### src/rtl/genram3.sv
// Single-port word RAM with per-byte write enables and a 1-cycle registered read.
// After reset it sweeps CLR_VAL into every location and holds busy until the sweep is done.
module genram3 #(
  parameter int              AW      = 4,
  parameter int              DW      = 32,
  parameter logic [DW-1:0]   CLR_VAL = {DW{1'b0}}
) (
  input  logic            clk,
  input  logic            rst,
  input  logic            en,
  input  logic            rw,
  input  logic [AW-1:0]   addr,
  input  logic [DW-1:0]   data_in,
  input  logic [DW/8-1:0] be,
  output logic [DW-1:0]   data_out,
  output logic            valid,
  output logic            busy
);

  localparam int DEPTH = 2 ** AW;
  localparam int NB    = DW / 8;

  typedef enum logic [0:0] {
    CLEAR = 1'b0,
    READY = 1'b1
  } state_t;

  state_t          state_q, state_d;
  logic [AW-1:0]   cnt_q, cnt_d;
  logic            busy_q, busy_d;
  logic            valid_q, valid_d;
  logic [DW-1:0]   data_out_q, data_out_d;
  logic [DW-1:0]   mem_q [0:DEPTH-1];

  logic            we_s;
  logic [AW-1:0]   waddr_s;
  logic [DW-1:0]   wdata_s;
  logic [DW-1:0]   wmask_s;

  // Next-state, request decode and memory write port selection
  always_comb begin
    state_d    = state_q;
    cnt_d      = cnt_q;
    busy_d     = busy_q;
    valid_d    = 1'b0;
    data_out_d = data_out_q;
    we_s       = 1'b0;
    waddr_s    = cnt_q;
    wdata_s    = CLR_VAL;
    wmask_s    = {DW{1'b0}};
    case (state_q)
      CLEAR: begin
        we_s    = 1'b1;
        waddr_s = cnt_q;
        wdata_s = CLR_VAL;
        wmask_s = {DW{1'b1}};
        cnt_d   = cnt_q + AW'(1'b1);
        if (cnt_q == {AW{1'b1}}) begin
          state_d = READY;
          busy_d  = 1'b0;
        end else begin
          state_d = CLEAR;
          busy_d  = 1'b1;
        end
      end
      READY: begin
        if (en && rw) begin
          data_out_d = mem_q[addr];
          valid_d    = 1'b1;
        end else if (en) begin
          // Byte lanes whose be bit is 0 keep their stored value
          we_s    = 1'b1;
          waddr_s = addr;
          wdata_s = data_in;
          for (int i = 0; i < NB; i++) begin
            wmask_s[8*i +: 8] = {8{be[i]}};
          end
        end else begin
          valid_d = 1'b0;
        end
      end
      default: begin
        state_d = CLEAR;
        cnt_d   = {AW{1'b0}};
        busy_d  = 1'b1;
      end
    endcase
  end

  // Control and output registers
  always_ff @(posedge clk) begin
    if (rst) begin
      state_q    <= CLEAR;
      cnt_q      <= {AW{1'b0}};
      busy_q     <= 1'b1;
      valid_q    <= 1'b0;
      data_out_q <= {DW{1'b0}};
    end else begin
      state_q    <= state_d;
      cnt_q      <= cnt_d;
      busy_q     <= busy_d;
      valid_q    <= valid_d;
      data_out_q <= data_out_d;
    end
  end

  // Storage array; writes are suppressed while rst is held
  always_ff @(posedge clk) begin
    if (we_s && !rst) begin
      mem_q[waddr_s] <= (mem_q[waddr_s] & ~wmask_s) | (wdata_s & wmask_s);
    end
  end

  assign data_out = data_out_q;
  assign valid    = valid_q;
  assign busy     = busy_q;

endmodule

### config.mk
export PLATFORM = sky130hd
export DESIGN_NAME = genram3
export DESIGN_NICKNAME = d
export VERILOG_FILES = /design/src/rtl/genram3.sv
export SDC_FILE = /design/constraint.sdc
export NUM_CORES = 1
export LEC_CHECK = 0
export ABC_AREA = 1
export CELL_PAD_IN_SITES_DETAIL_PLACEMENT = 0
export CELL_PAD_IN_SITES_GLOBAL_PLACEMENT = 1
export CORE_MARGIN = 3
export CORE_UTILIZATION = 48
export DETAILED_ROUTE_END_ITERATION = 16
export GPL_TIMING_DRIVEN = 1
export PLACE_DENSITY_LB_ADDON = 0.15
export RECOVER_POWER = 50
export SLEW_MARGIN = 20
export SYNTH_ARGS = -nofsm -noshare
export SYNTH_HDL_FRONTEND = slang
export SYNTH_SLANG_ARGS = --single-unit
### constraint.sdc
create_clock -name clk -period 4.9 [get_ports clk]
set_input_delay 1.225 -clock clk [delete_from_list [all_inputs] [get_ports clk]]
set_output_delay 1.225 -clock clk [all_outputs]
set_load 0.005 [all_outputs]
==> summary.txt, run 1 <==
Finish
  – Utilization after layout: 55.4%
  – Register Area: 16200 µm²
  – Share of cells above drive strength 1: 6.63%
  – # fillers: around 5100
  – Synth-to-Final Area Change: 13.5%
  – N_diodes: 0
  – Area of the multi-input gates: between 10000 and 15000 µm²
  – Final #Nets: 3285

Setup path
  – Reg-to-Reg Start: state_q$_SDFF_PP0_
  – Critical path origin: en
  – CP arrival: between 4 and 5 ns
  – Worst setup SP type: primary input
  – CP max FO: between 40 and 50
  – Required time worst endpoint: around 5.2 ns
  – CP Class: primary input to flip-flop
  – CP Capture Type: flip-flop

Clock tree
  – Post-CTS Setup Bufs: 0
  – CTS tree: done
  – CTS Buf Count: a little under 60
  – Post-CTS Resized: 0
  – Clock slew at the register clock pins of the worst setup and hold paths: about 0.06 ns
  – CTS root buffer: clkbuf_16
  – Max Buffers Root-to-Sink: 3
  – Clk sinks: around 550
  – # H-tree levels: 2
  – Clock latency on the worst-skew pair: 0.64 ns
  – Cts hold-fix bufs: 0

Route
  – First DRT Iteration DRCs: approximately 2600
  – Antenna-violating nets left: 0
  – Vias: between 20000 and 25000
  – Average vias per placed instance: just under 6
  – DRC errors left: 0
  – WL/cell: roughly 23 µm
  – Post-Route WL: approximately 94000 µm
  – Pre-antenna DRT Iters: 6

Global routing
  – Grt ovf: 0
  – Vias in the first global route: 23100
  – Initial antenna violation count: 1
  – First-pass GRT wire length: 141000 µm
  – Global-route usage over all layers: a little under a third
  – Largest net degree at the start of global routing: approximately 170

Flow run
  – Maxcap violations: 1

Worst hold path
  – Hold Path Class: flip-flop to flip-flop
  – Hold path start: cnt_q[3]$_SDFFE_PP0N_

Synth
  – Area leader, netlist: edfxtp_1
  – Seq/Total Area, Yosys: approximately three fifths
  – Mapped cell area: between 20000 and 30000 µm²
  – Top FF cell, synth: edfxtp_1
  – Top post-synthesis cells by area: edfxtp_1 (55%), nand2_1 (17%), nand3_1 (4.7%)
  – Post-synthesis register bit count: 551
  – Most frequent cell after synthesis: nand2_1
  – Synthesized Nets: about 3300
  – Synth warn: 0
  – Post-synth top cells: nand2_1 (1254), edfxtp_1 (512), nor2_1 (350)
  – Synth top area share: 55.4%
  – Mapped Cells: 3231
  – EDFF count, synth: just over 500
  – Syn Area/Cell: between 8 and 9 µm²
  – Distinct cells, synth: 25
  – Synth async-reset ratio: 0%

STA
  – Unrepaired setup endpoints after global routing: no
  – Final Skew: ~0.022 ns
  – Final hold vios: 0
  – Period Utilization, post-route: approximately nine tenths
  – Slew HR: -28.0%
  – Setup TNS: 0 ns
  – Slew Limit Fails: 36
  – Least-Margin Pin Slew: around 1.9 ns
  – F_max: 0.231 GHz
  – Crit path time final: ~4.3 ns
  – Final setup vio count: 0
  – Setup slack after layout: around 0.56 ns

Place
  – Port Buffer Count: 77
  – Final GP Congestion: between 0.8 and 0.9
  – Dpl hpwl: a little over 50000 µm
  – Pre-CTS WS: between 0.4 and 0.5 ns

Floorplan
  – Number of placed I/O pins: between 70 and 80
  – Chip Width: 246 µm
  – Die area: around 60000 µm²
  – DIE HEIGHT: roughly 250 µm
  – Cell Rows: 87
  – Initial Util: between 40% and 50%
  – Total core area: between 50000 and 60000 µm²

Power
  – Total power: approximately 11 mW
  – Power Dens Cells: around 340 nW/µm²
  – Max IR drop VDD: between 0.3 and 0.4 mV
  – Pleak: between 10 and 15 nW

Outcome
  – Status: finished with violations
  – Violated checks: max-capacitance violations, max-slew violations
## path summary, 6_finish.rpt
check / slack, ns / to / cells after the start
worst max register to register: 1.38 / mem_q[11][6]$_DFFE_PP_ / 7
worst min-delay path: 0.49 / cnt_q[3]$_SDFFE_PP0N_ / 2
worst max-delay path: 0.56 / mem_q[11][6]$_DFFE_PP_ / 8
worst min register to register: 0.49 / cnt_q[3]$_SDFFE_PP0N_ / 2
## power breakdown
part           internal [mW]  switching, mW
Combinational          0.325          0.786
Clock                   2.61           1.87
Sequential              5.13         0.0245
Total                   8.06           2.68
## critical path, cell delays in order
cell           delay, ns
dlygate4sd3_1       0.74
nand2_2             0.17
nor2_4              0.26
o21ai_4             0.10
inv_2               0.84
nand3_1             0.61
nor2_4              0.25
buf_4               0.40
## stage by stage
stage	instances	cell area, µm²	hold WS (ns)
finish	4046	31500	0.491
floorplan	3231	27700	0.439
global route	4046	31500	0.510
CTS	4046	31600	0.486
global placement	3935	29600	0.479
detailed placement	3935	29600	0.475
## cells by family after synthesis
group | after synthesis | synth area share, %
compound gates | 493 | 10.4
simple gates | 1879 | 26.7
flops | 551 | 58.2
fa+ha+maj | 1 | 0.0451
buf+inv | 307 | 4.64
## sequential cells by signal, indices dropped and copies added, names as in the netlist
name and cells:
data_out 32, valid 1, cnt_q 4, mem_q 512, state_q 1, busy 1
## cells in the final DEF, fill, tap and decap left out, drive strengths merged
cell type and count:
nand2 1258, edfxtp 512, nor2 353, o21ai 294, nand3 264, o211ai 160
buf 95, clkbuf 82, inv 81, a21oi 39, dfxtp 39, clkdlybuf4s50 37
dlygate4sd3 36, clkinv 29, bufinv 6, nor3 2, and3 1, nand4 1
ha 1
## cell type report
type	count	share of cell area (%)
clock inverters	35	1.03
flip-flops and latches	551	51.3
well taps	756	3.00
clock buffers	76	5.09
inverters	81	0.981
multi-input cells	2373	33.2
repair buffers	174	5.40
## routing by layer
layer  vias up  track usage (%)  routed length (µm)  share of wire [%]
met5         -                0                  13              0.014
met4         2             11.8                3260                3.5
met3       225             4.95                9100                9.7
met2      1258             48.5               42900                 46
met1     11500             42.8               38700                 41
li1      10900                -                   -                  -
Power figures use the tool's default switching activity.
==> run 2, diff against run 1 <==
- SLEW_MARGIN: 20 -> not set
==> results of run 2 <==
The final DEF is identical to that of run 1; final timing and power are the same.
